--- config.mk ---
export PLATFORM = sky130hd
export DESIGN_NAME = frame_cnt_sched
export DESIGN_NICKNAME = d
export VERILOG_FILES = /design/src/rtl/frame_cnt_sched.sv
export SDC_FILE = /design/constraint.sdc
export NUM_CORES = 1
export LEC_CHECK = 0
export CORE_AREA = 2 2 140 142
export DETAILED_ROUTE_END_ITERATION = 16
export DIE_AREA = 0 0 142 144
export GPL_ROUTABILITY_DRIVEN = 0
export PLACE_DENSITY = 0.87
export SYNTH_ARGS = -nofsm -noshare
export SYNTH_HDL_FRONTEND = slang
export SYNTH_SLANG_ARGS = --single-unit
--- constraint.sdc ---
create_clock -name CLK -period 3.7 [get_ports CLK]
set_clock_uncertainty 0.2 [all_clocks]
set_input_delay 0.37 -clock CLK [delete_from_list [all_inputs] [get_ports CLK]]
set_output_delay 0.37 -clock CLK [all_outputs]
set_load 0.03 [all_outputs]
--- src/rtl/frame_cnt_sched.sv ---
// Snapshot/readout scheduler for a bank of frame counters: captures and clears all channels at once, then streams them out.
// Optional macro FRAME_CNT_SCHED_SUM_EN appends a saturating sum-of-channels word after the last channel.
module frame_cnt_sched #(
  parameter int CHANNELS     = 4,
  parameter int CNT_WIDTH    = 32,
  parameter int PERIOD_WIDTH = 24,
  parameter int OVF_WIDTH    = 16
) (
  input  logic                          CLK,
  input  logic                          RESET,
  input  logic                          SW_REQ,
  input  logic [PERIOD_WIDTH-1:0]       PERIOD,
  input  logic [CHANNELS*CNT_WIDTH-1:0] CNT_IN,
  output logic [CHANNELS-1:0]           CNT_RST,
  output logic [CNT_WIDTH-1:0]          RD_DATA,
  output logic [$clog2(CHANNELS):0]     RD_CHAN,
  output logic                          RD_LAST,
  output logic                          RD_VLD,
  input  logic                          RD_DST_RDY,
  output logic                          BUSY,
  output logic                          DONE,
  output logic [OVF_WIDTH-1:0]          OVERRUN_CNT
);

  localparam int CHAN_W = $clog2(CHANNELS) + 1;
  localparam logic [CHAN_W-1:0] LAST_CH = CHAN_W'(CHANNELS - 1);

  typedef enum logic [1:0] {IDLE, LATCH, SEND, FIN} state_t;

  state_t                        state, state_nxt;
  logic [PERIOD_WIDTH-1:0]       timer;
  logic [PERIOD_WIDTH-1:0]       period_m1;
  logic                          tmr_exp;
  logic                          req;
  logic                          pend;
  logic [OVF_WIDTH-1:0]          ovf_q;
  logic [CHANNELS*CNT_WIDTH-1:0] snap;
  logic [CNT_WIDTH-1:0]          rd_data;
  logic [CHAN_W-1:0]             rd_chan;
  logic [CHAN_W-1:0]             nxt_chan;
  logic                          rd_last;
  logic                          rd_vld;
  logic                          acc;

`ifdef FRAME_CNT_SCHED_SUM_EN
  localparam logic [CHAN_W-1:0] SUM_CH = CHAN_W'(CHANNELS);
  logic [CNT_WIDTH-1:0] sum_q;

  function automatic logic [CNT_WIDTH-1:0] sat_add(input logic [CNT_WIDTH-1:0] a,
                                                   input logic [CNT_WIDTH-1:0] b);
    logic [CNT_WIDTH:0] s;
    s = {1'b0, a} + {1'b0, b};
    return s[CNT_WIDTH] ? {CNT_WIDTH{1'b1}} : s[CNT_WIDTH-1:0];
  endfunction
`endif

  // Periodic timer: free-running while enabled, wraps on expiry (also when PERIOD drops below it)
  assign period_m1 = PERIOD - PERIOD_WIDTH'(1);
  assign tmr_exp   = (PERIOD != '0) && (timer >= period_m1);
  assign req       = SW_REQ | tmr_exp;
  assign acc       = rd_vld & RD_DST_RDY;
  assign nxt_chan  = rd_chan + CHAN_W'(1);

  always_ff @(posedge CLK) begin
    if (RESET) begin
      timer <= '0;
    end else if (PERIOD == '0 || tmr_exp) begin
      timer <= '0;
    end else begin
      timer <= timer + PERIOD_WIDTH'(1);
    end
  end

  always_comb begin
    state_nxt = state;
    case (state)
      IDLE:    if (req || pend) state_nxt = LATCH;
      LATCH:   state_nxt = SEND;
      SEND:    if (acc && rd_last) state_nxt = FIN;
      FIN:     state_nxt = IDLE;
      default: state_nxt = IDLE;
    endcase
  end

  always_ff @(posedge CLK) begin
    if (RESET) begin
      state <= IDLE;
    end else begin
      state <= state_nxt;
    end
  end

  // A request in IDLE is consumed by the launch; while busy only one is queued, the rest are counted
  always_ff @(posedge CLK) begin
    if (RESET) begin
      pend  <= 1'b0;
      ovf_q <= '0;
    end else if (state == IDLE) begin
      pend <= 1'b0;
    end else if (req) begin
      if (!pend) begin
        pend <= 1'b1;
      end else if (ovf_q != {OVF_WIDTH{1'b1}}) begin
        ovf_q <= ovf_q + OVF_WIDTH'(1);
      end
    end
  end

  // Readout register stage: channel 0 goes straight to the output, the rest shift down on acceptance
  always_ff @(posedge CLK) begin
    if (RESET) begin
      snap    <= '0;
      rd_vld  <= 1'b0;
      rd_data <= '0;
      rd_chan <= '0;
      rd_last <= 1'b0;
    end else begin
      case (state)
        LATCH: begin
          snap    <= CNT_IN >> CNT_WIDTH;
          rd_vld  <= 1'b1;
          rd_data <= CNT_IN[CNT_WIDTH-1:0];
          rd_chan <= '0;
`ifdef FRAME_CNT_SCHED_SUM_EN
          rd_last <= 1'b0;
`else
          rd_last <= (CHANNELS == 1);
`endif
        end
        SEND: begin
          if (acc) begin
            if (rd_last) begin
              rd_vld  <= 1'b0;
              rd_last <= 1'b0;
            end else begin
              snap    <= snap >> CNT_WIDTH;
              rd_chan <= nxt_chan;
`ifdef FRAME_CNT_SCHED_SUM_EN
              rd_data <= (rd_chan == LAST_CH) ? sat_add(sum_q, rd_data) : snap[CNT_WIDTH-1:0];
              rd_last <= (nxt_chan == SUM_CH);
`else
              rd_data <= snap[CNT_WIDTH-1:0];
              rd_last <= (nxt_chan == LAST_CH);
`endif
            end
          end
        end
        default: rd_vld <= 1'b0;
      endcase
    end
  end

`ifdef FRAME_CNT_SCHED_SUM_EN
  always_ff @(posedge CLK) begin
    if (RESET || state == LATCH) begin
      sum_q <= '0;
    end else if (state == SEND && acc && rd_chan != SUM_CH) begin
      sum_q <= sat_add(sum_q, rd_data);
    end
  end
`endif

  assign CNT_RST     = {CHANNELS{(state == LATCH) && !RESET}};
  assign RD_DATA     = rd_data;
  assign RD_CHAN     = rd_chan;
  assign RD_LAST     = rd_last;
  assign RD_VLD      = rd_vld;
  assign BUSY        = (state != IDLE);
  assign DONE        = (state == FIN);
  assign OVERRUN_CNT = ovf_q;

endmodule

==> results of run 1 <==
==> through the flow <==
step           instance area (um^2)  total power, W  hold WS, ps
2_1_floorplan                  8410         0.00489          260
3_3_place_gp                  11000         0.00582          277
3_5_place_dp                  11000         0.00595          286
4_1_cts                       11700         0.00780          212
5_1_grt                       11800         0.00822          249
6_report                      11800         0.00776          234
==> power by group <==
group | switching, W | internal (W)
logic | 0.00178 | 0.00137
registers | 0.000320 | 0.00246
clock network | 0.000811 | 0.00102
==> kinds of logic after synthesis <==
logic type | Yosys count
multiplexers | 99
adder cells (fa/ha/maj) | 33
flip-flops | 176
buffers and inverters | 79
XOR/XNOR | 47
AO/OA/AOI/OAI | 184
AND/OR/NAND/NOR | 309
==> worst reg2reg max path: stages (launching register included) <==
cell and delay (ps):
dfxtp_1 430, inv_1 80, ha_1 270, nor3b_1 170, o21ai_0 140, a211oi_1 470
nor2_1 140, o21bai_1 220, a22oi_1 140, o221a_2 300
==> cells in the mapped netlist, types with 3 or more instances <==
| master | count | share of area |
|---|---|---|
| inv_1 | 13 | 0.0058 |
| or4_1 | 9 | 0.0081 |
| nor3_1 | 12 | 0.0072 |
| buf_4 | 3 | 0.0027 |
| and3_1 | 8 | 0.0060 |
| nand2_1 | 35 | 0.016 |
| a21oi_1 | 21 | 0.013 |
| nor4_1 | 5 | 0.0037 |
| ha_1 | 33 | 0.049 |
| clkbuf_1 | 58 | 0.026 |
| a22oi_1 | 33 | 0.030 |
| or3_1 | 9 | 0.0067 |
| nand3_1 | 16 | 0.0095 |
| and4_1 | 7 | 0.0073 |
| o21ai_1 | 3 | 0.0018 |
| xnor2_1 | 26 | 0.027 |
| nand4_1 | 9 | 0.0067 |
| mux2i_1 | 98 | 0.12 |
| o21ai_0 | 12 | 0.0072 |
| o211ai_1 | 4 | 0.0036 |
| dfxtp_1 | 176 | 0.42 |
| a211oi_1 | 99 | 0.089 |
| nor2_1 | 184 | 0.082 |
| o31ai_1 | 4 | 0.0036 |
| nor2b_1 | 3 | 0.0022 |
| xor2_1 | 21 | 0.022 |
==> metal layers <==
layer  vias up  GRT usage  share of wire
li1       3796          -              -
met1      3534      0.251           0.42
met2       218      0.365           0.49
met3        42     0.0732          0.063
met4         0     0.0711          0.025
met5         -          0              0
==> cell type report <==
cell class | instances | area (um^2) | share of cell area
Multi-Input combinational cell | 673 | 4730 | 0.401
Timing Repair Buffer | 266 | 2600 | 0.220
Tap cell | 238 | 298 | 0.0252
Clock inverter | 14 | 173 | 0.0146
Inverter | 13 | 48.8 | 0.00413
Sequential cell | 176 | 3520 | 0.299
Clock buffer | 18 | 429 | 0.0364
==> worst max path at each step <==
stage	from	to	slack (ps)
finish	PERIOD[9]	OVERRUN_CNT[15]	-70
CTS	PERIOD[12]	OVERRUN_CNT[13]	-30
global route	PERIOD[9]	OVERRUN_CNT[15]	-160
detailed placement	PERIOD[9]	OVERRUN_CNT[7]	-720
floorplan	PERIOD[9]	OVERRUN_CNT[15]	-110
global placement	PERIOD[9]	OVERRUN_CNT[9]	-650
==> state kept, by name, summed over array words and instances, names as in the netlist <==
signal and flops:
snap 96, RD_DATA 32, timer 24, OVERRUN_CNT 16, RD_CHAN 3, state 2
RD_LAST 1, RD_VLD 1, pend 1
==> timing repair <==
item	4_1_cts	5_1_grt
setup endpoints to repair	18	18
resized for setup	53	26
gates cloned	0	2
hold buffers	0	0
setup buffers	3	2
pin swaps	21	26
==> qor.csv, run 1 <==
stage,metric,value,unit
outcome,outcome,"complete, but fails checks",
outcome,failing checks,setup timing,
timing,Slew headroom,0.277,
clock_network,CTS H-tree depth,4,
placed_design,number of port buffers,214,
route,total vias in the final route,7590,
setup_path,crit start category,input pin,
timing,RSZ-0062 raised after global routing,yes,
setup_path,worst r2r src,timer[0],
route,DRC Markers,0,
global_routing,grt total ovfl,0,
clock_network,CTS tree,done,
timing,# setup viols final,7,
yosys,Yosys cell types,47,
setup_path,crit-path max cell delay,550,ps
power,Peak supply drop,377,uV
placed_design,setup slack after placement,-722,ps
layout,"commonest non-fill, non-tap cell in the layout",clkdlybuf4s50_1,
yosys,adder-cell area share of the yosys netlist,0.0492,
floorplanning,num ports,215,
setup_path,Stages on worst setup path,14,
setup_path,Setup crit end kind,register,
clock_network,total clock sinks,176,
setup_path,worst-path cell chain,buf_6 > or4_4 > buf_6 > or4_4 > nor3_4 > xnor2_1 > ha_1 > and3_4 > and3_4 > o211ai_1 > o2111ai_4 > nand2_4 > or4_1 > a21oi_1,
clock_network,Longest Clk Path Bufs,2,
route,post-route ant nets,0,
yosys,area of the mapped netlist,0.00839,mm^2
global_routing,vias in the first global route,7268,
yosys,largest family of logic cells by synthesized area,simple AND/OR/NAND/NOR gates,
yosys,post-synthesis simple-gate area fraction,0.168,
floorplanning,Initial Utilization,0.440,
timing,FMAX,265,MHz
layout,final core occ,0.619,
yosys,syn nets,1116,
setup_path,CP required,3850,ps
layout,Layout area overhead,40.7,%
min_path,hold_sp,RESET,
setup_path,worst setup path category,in2reg,
yosys,XOR/XNOR share of the synthesized area,0.0491,
timing,"Min Clock Period, post-route",3770,ps
layout,"commonest cells after routing, fill and taps aside","clkdlybuf4s50_1 (197), nor2_1 (182), dfxtp_1 (176)",
layout,share of cells above drive strength 1,0.112,
timing,Final Hold Vio Count,0,
setup_path,worst r2r path cells,9,
clock_network,CTS root buffer,clkbuf_16,
clock_network,Num CTS Buffers,17,
power,pwr dens,658,mW/mm^2
floorplanning,Die Ht,144,um
min_path,Hold Path End,OVERRUN_CNT[0],
route,post-DR wirelength/cell,16.3,um
yosys,ys flop type,dfxtp_1,
yosys,ys async rst share,0,
setup_path,Critical Path Slowest Stage Cell,or4_4,
route,TritonRoute pass-1 iters,4,
global_routing,all-layer global routing usage,0.213,
floorplanning,standard-cell rows,51,
job,# Max-Cap Violations,0,
yosys,mux contribution to synthesized area,0.118,
min_path,Hold Path Cell Cnt,2,
setup_path,R2R Path End,state[0],
setup_path,critical-path maximum fanout,5,
yosys,register area share after synthesis,0.420,
min_path,Worst Hold Class,in2reg,
layout,Layout fillers,1530,
setup_path,CP top delay family,simple AND/OR/NAND/NOR gates,
setup_path,WP data arrival,3920,ps
yosys,Syn. warnings,0,
placed_design,post-DP HPWL,15700,um
route,initial DRC count,393,
yosys,Synth Area in Compound Gates,0.155,
global_routing,initial antenna violation count,0,
clock_network,"Clk Latency, worst-skew pair",430,ps
layout,final non-filler cell total,1398,
timing,Total Neg Setup Slack,-164,ps
layout,Ant. Diodes,0,
timing,Setup WS post-layout,-69.8,ps
timing,fin crit share,1.02,
floorplanning,total die area,0.0204,mm^2
global_routing,first-pass GRT wire length,35000,um
floorplanning,core area,0.0191,mm^2
timing,Max Slew Vio Count,0,
layout,nets,1336,
setup_path,R2R Setup Slk,1020,ps
route,final WL,22800,um
placed_design,placed insts,1359,
yosys,cell count after synthesis,927,
global_routing,largest net degree at the start of global routing,102,
yosys,Seq cells post-synth,176,
floorplanning,die width,142,um
power,total leakage power,4.25,nW
route,Via-to-Cell Ratio,5.43,
clock_network,"Reg clk slew, reported paths",70,ps
setup_path,CP bufs+invs,2,
timing,worst-margin pin slew,1090,ps
yosys,Post-synth EDFFs,0,
yosys,"Avg Cell Area, Syn",9.05,um^2
Power figures use the tool's default switching activity.
==> inputs of run 2 (changes only) <==
CAP_MARGIN = 5   (was not set)
==> results of run 2 <==
Final layout, timing and power as in run 1 (identical DEF).
==> inputs of run 3 (changes only) <==
HOLD_SLACK_MARGIN = 0.06   (was not set)
==> results of run 3 <==
Final layout, timing and power as in run 1 (identical DEF).
